**src/rtl/pipeline_adder_pkg.sv**
```systemverilog
// pipeline_adder_pkg: shared defaults, ID sizing and the tag type for the
// adder arbiter. Tag ids are sized for the largest supported NREQ (16).
package pipeline_adder_pkg;
    localparam int DEF_WIDTH   = 64;
    localparam int DEF_ADD_LAT = 4;
    localparam int TAG_ID_W    = 4;

    function automatic int id_w(input int n);
        return $clog2(n);
    endfunction

    typedef struct packed {
        logic                valid;
        logic [TAG_ID_W-1:0] id;
    } tag_t;
endpackage

```
**src/rtl/pipeline_adder_arbiter_rr_arbiter.sv**
```systemverilog
// rr_arbiter: round-robin grant starting at ptr; ptr advances past the
// winner only when the grant is enabled.
module rr_arbiter
    import pipeline_adder_pkg::*;
#(
    parameter int  NREQ = 4,
    localparam int IW   = id_w(NREQ)
) (
    input  logic            clk,
    input  logic            rst,
    input  logic            en,
    input  logic [NREQ-1:0] req,
    output logic [NREQ-1:0] grant,
    output logic [IW-1:0]   gnt_id
);
    logic [IW-1:0] ptr_q, ptr_d;
    logic [IW:0]   j;
    logic          found;

    always_comb begin
        gnt_id = '0;
        found  = 1'b0;
        j      = '0;
        for (int k = 0; k < NREQ; k++) begin
            j = {1'b0, ptr_q} + (IW+1)'(k);
            j = (j >= (IW+1)'(NREQ)) ? j - (IW+1)'(NREQ) : j;
            if (!found && req[j[IW-1:0]]) begin
                found  = 1'b1;
                gnt_id = j[IW-1:0];
            end
        end
        grant = (en && found) ? NREQ'(1) << gnt_id : '0;
        ptr_d = (en && found) ? ((gnt_id == IW'(NREQ - 1)) ? '0 : gnt_id + 1'b1) : ptr_q;
    end

    always_ff @(posedge clk or posedge rst)
        if (rst) ptr_q <= '0;
        else     ptr_q <= ptr_d;
endmodule

```
**src/rtl/pipeline_adder_arbiter.sv**
```systemverilog
// pipeline_adder_arbiter: shares one fixed-latency adder among NREQ
// requesters, tracking requester ids alongside the adder pipeline.
module pipeline_adder_arbiter
    import pipeline_adder_pkg::*;
#(
    parameter int WIDTH   = DEF_WIDTH,
    parameter int NREQ    = 4,
    parameter int ADD_LAT = DEF_ADD_LAT
) (
    input  logic                  clk,
    input  logic                  rst,
    input  logic                  en,
    input  logic [NREQ-1:0]       req_valid,
    output logic [NREQ-1:0]       req_ready,
    input  logic [NREQ*WIDTH-1:0] req_a,
    input  logic [NREQ*WIDTH-1:0] req_b,
    input  logic [NREQ-1:0]       req_cin,
    output logic [WIDTH-1:0]      add_a,
    output logic [WIDTH-1:0]      add_b,
    output logic                  add_cin,
    input  logic [WIDTH-1:0]      add_sum,
    input  logic                  add_cout,
    output logic [NREQ-1:0]       rsp_valid,
    output logic [WIDTH-1:0]      rsp_sum,
    output logic                  rsp_cout,
    output logic                  busy
);
    localparam int IW = id_w(NREQ);

    logic [NREQ-1:0]  grant;
    logic [IW-1:0]    gnt_id;
    logic             accept;
    logic [WIDTH-1:0] add_a_q, add_a_d, add_b_q, add_b_d, rsp_sum_q, rsp_sum_d;
    logic             add_cin_q, add_cin_d, rsp_cout_q, rsp_cout_d;
    logic [NREQ-1:0]  rsp_valid_q, rsp_valid_d;
    tag_t             tag_q [ADD_LAT+1];
    tag_t             tag_d;

    rr_arbiter #(.NREQ(NREQ)) u_arb (
        .clk    (clk),
        .rst    (rst),
        .en     (en),
        .req    (req_valid),
        .grant  (grant),
        .gnt_id (gnt_id)
    );

    assign req_ready = grant;
    assign accept    = |grant;

    // Idle cycles feed zeros so the adder never sees stale operands.
    always_comb begin
        add_a_d     = accept ? req_a[gnt_id*WIDTH +: WIDTH] : '0;
        add_b_d     = accept ? req_b[gnt_id*WIDTH +: WIDTH] : '0;
        add_cin_d   = accept ? req_cin[gnt_id] : 1'b0;
        tag_d       = '{valid: accept, id: TAG_ID_W'(gnt_id)};
        rsp_valid_d = tag_q[ADD_LAT].valid ? NREQ'(1) << tag_q[ADD_LAT].id : '0;
        rsp_sum_d   = tag_q[ADD_LAT].valid ? add_sum : rsp_sum_q;
        rsp_cout_d  = tag_q[ADD_LAT].valid ? add_cout : rsp_cout_q;
        busy        = 1'b0;
        for (int s = 0; s <= ADD_LAT; s++) busy = busy | tag_q[s].valid;
    end

    always_ff @(posedge clk or posedge rst)
        if (rst) begin
            add_a_q     <= '0;
            add_b_q     <= '0;
            add_cin_q   <= 1'b0;
            rsp_valid_q <= '0;
            rsp_sum_q   <= '0;
            rsp_cout_q  <= 1'b0;
            for (int s = 0; s <= ADD_LAT; s++) tag_q[s] <= '0;
        end else begin
            add_a_q     <= add_a_d;
            add_b_q     <= add_b_d;
            add_cin_q   <= add_cin_d;
            rsp_valid_q <= rsp_valid_d;
            rsp_sum_q   <= rsp_sum_d;
            rsp_cout_q  <= rsp_cout_d;
            tag_q[0]    <= tag_d;
            for (int s = 1; s <= ADD_LAT; s++) tag_q[s] <= tag_q[s-1];
        end

    assign add_a     = add_a_q;
    assign add_b     = add_b_q;
    assign add_cin   = add_cin_q;
    assign rsp_valid = rsp_valid_q;
    assign rsp_sum   = rsp_sum_q;
    assign rsp_cout  = rsp_cout_q;
endmodule

```
**config.mk**
```make
export PLATFORM = sky130hd
export DESIGN_NAME = pipeline_adder_arbiter
export DESIGN_NICKNAME = d
export VERILOG_FILES = /design/src/rtl/pipeline_adder_pkg.sv /design/src/rtl/pipeline_adder_arbiter_rr_arbiter.sv /design/src/rtl/pipeline_adder_arbiter.sv
export SDC_FILE = /design/constraint.sdc
export NUM_CORES = 1
export LEC_CHECK = 0
export CELL_PAD_IN_SITES_DETAIL_PLACEMENT = 2
export CELL_PAD_IN_SITES_GLOBAL_PLACEMENT = 2
export CORE_AREA = 2 2 305 307
export DETAILED_ROUTE_END_ITERATION = 10
export DIE_AREA = 0 0 307 309
export PLACE_DENSITY_LB_ADDON = 0.1
export SLEW_MARGIN = 20
export SYNTH_ARGS = -nofsm -noshare
export SYNTH_HDL_FRONTEND = slang
export SYNTH_HIERARCHICAL = 1
export SYNTH_SLANG_ARGS = --single-unit
```
**constraint.sdc**
```tcl
create_clock -name clk -period 16.7 [get_ports clk]
set_clock_uncertainty 0.15 [all_clocks]
set_input_delay 2.505 -clock clk [delete_from_list [all_inputs] [get_ports clk]]
set_output_delay 2.505 -clock clk [all_outputs]
set_load 0.05 [all_outputs]
```
# After elaboration in Yosys (flattened, before gate mapping)
# Index checks and enable logic that the tools add are counted.
[totals]
regBits = 215
inputBits = 588
output_inout_bits = 203
word_cells = 79
[op_classes]
addsub = 8
order_cmp = 9
n_eq_ne = 1
n_shift = 4
n_mux = 28
n_bitwise = 4
n_reduce_logical = 8
[ops]
columns = ["op", "n"]
rows = [
  ["256-bit by 9-bit indexed part select with 64-bit output", 2],
  ["64-bit 2-to-1 mux", 2],
  ["2-bit 2-to-1 mux", 9],
  ["2-bit by 3-bit less-than comparator with 1-bit output (second input constant)", 5],
  ["1-bit binary-select mux with 2-bit select", 5],
  ["1-bit 2-to-1 mux", 10],
  ["3-bit >= comparator (second input constant)", 3],
  ["4-bit 2-to-1 mux", 2],
  ["1-bit by 2-bit << shifter with 4-bit output (first input constant)", 2],
  ["2-bit by 1-bit subtractor with 2-bit output (second input constant)", 4],
  ["2-bit by 2-bit adder with 3-bit output (second input constant)", 2],
  ["1-bit logical AND", 4],
  ["1-bit OR", 4],
  ["4-bit OR reduction", 1],
  ["2-bit by 1-bit adder with 3-bit output (second input constant)", 1],
  ["2-bit by 3-bit >= comparator with 1-bit output (second input constant)", 1],
  ["1-bit zero test", 3],
  ["2-bit by 1-bit adder with 2-bit output (second input constant)", 1],
  ["2-bit equality test (second input constant)", 1],
]

# Longest topological paths before layout
[depth]
depth_word = 18
ltp_mapped = 9

# Hierarchy
# The synthesis kept the hierarchy.
[by_module_without_submodules]
columns = ["module", "instances", "cells_per_inst", "area_each_um2"]
rows = [
  ["pipeline_adder_arbiter", 1, 596, 10143.5],
  ["rr_arbiter", 1, 29, 262.8],
]

# Worst setup path after synthesis
# Ideal clock, no wire load.
[synth_path]
path_kind = "input to output"
startpoint = "in req_valid[2]"
endpoint = "out req_ready[3]"
arrival_time_ns = 3.737
t_required_ns = 14.045
setup_slack_ns = 10.308
stages = 5
path_cell_list = "nor2b_1 o21ai_0 o211a_1 ha_1 and2_1"
[synth_between]
elab_chain_cells = 14
[synth_rtl]
columns = ["element", "line_no", "source"]
rows = [
  ["from (decl)", "pipeline_adder_arbiter.sv:13", "input logic [NREQ-1:0] req_valid,"],
  ["1-bit binary-select mux with 2-bit select", "pipeline_adder_arbiter_rr_arbiter.sv:27", "if (!found && req[j[IW-1:0]]) begin"],
  ["1-bit 2-to-1 mux (implied by the code)", "pipeline_adder_arbiter_rr_arbiter.sv:27", ""],
  ["1-bit 2-to-1 mux", "pipeline_adder_arbiter_rr_arbiter.sv:27", ""],
  ["1-bit zero test", "pipeline_adder_arbiter_rr_arbiter.sv:27", ""],
  ["1-bit logical AND", "pipeline_adder_arbiter_rr_arbiter.sv:27", ""],
  ["1-bit 2-to-1 mux", "pipeline_adder_arbiter_rr_arbiter.sv:27", ""],
  ["1-bit zero test", "pipeline_adder_arbiter_rr_arbiter.sv:27", ""],
  ["1-bit logical AND", "pipeline_adder_arbiter_rr_arbiter.sv:27", ""],
  ["1-bit 2-to-1 mux", "pipeline_adder_arbiter_rr_arbiter.sv:27", ""],
  ["1-bit zero test", "pipeline_adder_arbiter_rr_arbiter.sv:27", ""],
  ["1-bit logical AND", "pipeline_adder_arbiter_rr_arbiter.sv:27", ""],
  ["2-bit 2-to-1 mux (*)", "pipeline_adder_arbiter_rr_arbiter.sv:27", ""],
  ["named net gnt_id[0]", "pipeline_adder_arbiter.sv:31", "logic [IW-1:0] gnt_id;"],
  ["1-bit by 2-bit << shifter with 4-bit output (*)", "pipeline_adder_arbiter_rr_arbiter.sv:32", "grant = (en && found) ? NREQ'(1) << gnt_id : '0;"],
  ["4-bit 2-to-1 mux (*)", "pipeline_adder_arbiter_rr_arbiter.sv:32", ""],
  ["to (decl)", "pipeline_adder_arbiter.sv:14", "output logic [NREQ-1:0] req_ready,"],
]
# The timed path passes the listed nets; every way through them passes the cells marked *. The select of a mux whose other input is x is not followed.

# Final worst setup path
[layout_path]
startpoint = "in req_valid[3]"
endpoint = "out req_ready[3]"
# Same word-level chain as after synthesis.

==> results.cfg <==
[sta]
finalMaxSlewViolations = 0
hold_viol = 0
tightest_slew_ps = 1010
slew_headroom = 0.327
rsz0062_at_grt = no
fin_crit_ps = 8170
min_period_over_period = 0.489
setup_tns_ps = 0
fmax_ghz = 0.122
whs_ps = 196
setup_viol = 0

[clock_tree]
cts_buffers = 36
cts-root-buf = clkbuf_16
h-tree-depth = 2
cts_setup_buffers = 0
clock_path_buffers = 3
clkLatencyLatePin_ps = 540
cts_tree = yes
clk_pin_slew_ps = 50
clock-sinks = 215
ctsResizeCount = 0
cts_hold_buf = 0

[global_routing]
track_usage = 0.139
grt_use_met3 = 0.0581
met1_usage = 0.140
grt_pass1_wl_um = 91400
grt-busiest-layer = met2
antenna_found_initial = 23
use_met2 = 0.261
grt_max_degree = 115
overflow = 0
grt_pass1_vias = 10600

[power_and_ir_drop]
total_power_mw = 3.75
p_leak_nw = 7.92
peakVddDrop_mv = 0.0921
p_per_area_nw_per_um2 = 180

[final_layout]
final_cell_mix = 790 x clkdlybuf4s50_1, 214 x dfrtp_1, 133 x and2_1
drive_gt1_frac = 0.183
area_growth_pct = 99.9
fill_cells = 9916
finalNetCount = 2003
finalInstanceArea_um2 = 20800
instances_no_fill = 2629
mostFrequentLayoutCell = clkdlybuf4s50_1

[synthesis]
syn-num-nets = 1217
ys_ff_latch = 215
ys_seq_area_frac = 0.517
synth_cell_types = 28
avgSynthCellArea_um2 = 16.6
yosysWarnings = 6
syn_area_um2 = 10400
syn_inst = 625

[routing]
vias = 9080
detail-route-antenna-nets = 0
drtIter0Drc = 328
wl_per_cell_um = 26.1
drt_drc_violations_left = 0
routed_wl_um = 68700
first_pass_iters = 4
viasPerCell = 3.45

[place]
dp.cells = 2559
routabilityCongestion = 0.785
dpl.hpwl_um = 55500
io_buffers = 790
place_area_um2 = 19600

[setup_path]
worstPathArrival_ps = 5510
r2r-end = add_b[44]$_DFF_PP0_
rr_worst_depth = 8
cp_data_required_time_ps = 14050
r2r-start = u_arb/ptr_q[0]$_DFFE_PP0P_
path_max_fanout = 29
r2r_slack_ps = 12100
crit_type = in2out
crit_path_end_kind = primary output
cp-start-kind = primary input

[outcome]
outcome = complete, no violations

[die]
die_w_um = 307
rows = 111
start_util = 0.114
io_pins = 791
dieArea_um2 = 94900
die_h_um = 309
core_area_um2 = 91400

[min_path]
hp-class = reg2reg
holdPathEnd = tag_q[1]$_DFF_PP0_
hp-start = tag_q[6]$_DFF_PP0_
hold_path_depth = 0

[job]
cap_violations = 0
## how the worst max path moves through the flow
stage                            start            endpoint  slack, ps  depth (start not counted)
final                     req_valid[3]        req_ready[3]       8530                          7
after global routing      req_valid[3]        req_ready[3]       8310                          7
after CTS                 req_valid[3]        req_ready[3]       8450                          7
after detailed placement  req_valid[3]        req_ready[3]       8480                          7
after global placement    req_valid[3]        req_ready[1]       8520                          7
after floorplan                    rst  add_a[0]$_DFF_PP0_       8220                          1
## cell type report
cell class	count	area (um^2)	share of cell area
Timing Repair Buffer	798	7980	0.384
Tap cell	1186	1480	0.0713
Multi-Input combinational cell	358	4720	0.227
Clock inverter	13	184	0.00884
Clock buffer	49	1010	0.0486
Sequential cell	215	5380	0.259
Inverter	2	15.0	0.000722
Antenna cell	8	20.0	0.000962
## power by group
| part | total, mW | internal, mW | switching [mW] |
|---|---|---|---|
| sequential | 0.835 | 0.747 | 0.0879 |
| clock | 0.781 | 0.485 | 0.296 |
| combinational | 2.14 | 0.843 | 1.29 |
| total | 3.75 | 2.08 | 1.68 |
## metal layers
layer | part of all wire | wire length [um] | vias to the layer above
li1 | - | - | 3933
met1 | 0.33 | 22900 | 4643
met2 | 0.55 | 38000 | 405
met3 | 0.089 | 6140 | 79
met4 | 0.022 | 1510 | 20
met5 | 0.0018 | 123 | -
## registers in the layout, indices dropped and copies added (netlist names)
register	flops
add_a	64
add_b	64
add_cin	1
rsp_cout	1
rsp_sum	64
rsp_valid	4
tag_q	15
u_arb/ptr_q	2
## synth_stat cells
master,number,area share
a21o_1,1,0.00072
nor3_1,1,0.00048
or4_4,1,0.0011
buf_4,1,0.00072
o21bai_1,2,0.0014
o211a_1,1,0.00096
dfrtp_1,215,0.52
o21a_1,2,0.0014
mux2_2,65,0.070
a21boi_0,1,0.00072
and2_1,133,0.080
clkbuf_1,18,0.0065
and3_1,1,0.00060
inv_1,2,0.00072
o211ai_1,1,0.00072
o21ai_0,2,0.00096
nand2_1,2,0.00072
buf_6,13,0.014
mux4_2,129,0.28
a31oi_1,1,0.00060
mux2_4,1,0.0014
nor3b_1,1,0.00072
buf_2,18,0.0087
nor2_1,3,0.0011
nor2b_1,4,0.0024
o41a_1,1,0.0011
ha_1,4,0.0048
and3b_1,1,0.00084
## worst max-delay path, stage by stage
cell,delay (ps)
clkdlybuf4s50_1,630
nor2b_1,80
o21ai_0,380
o211a_4,670
ha_1,250
and2_1,160
clkdlybuf4s50_1,820
## through the flow
| stage | setup WS, ps | utilization |
|---|---|---|
| 2_1_floorplan | 8220 | - |
| 3_3_place_gp | 8520 | 0.214 |
| 3_5_place_dp | 8480 | 0.214 |
| 4_1_cts | 8450 | 0.227 |
| 5_1_grt | 8310 | 0.228 |
| 6_report | 8530 | 0.228 |
## cells by family after synthesis
family	Yosys count	share of synthesized area
buf+inv	52	0.0307
mux	195	0.351
simple gates	147	0.0879
flops	215	0.517
compound gates	12	0.00866
fa+ha+maj	4	0.00481
No activity file was read; power rests on OpenSTA's default activity.
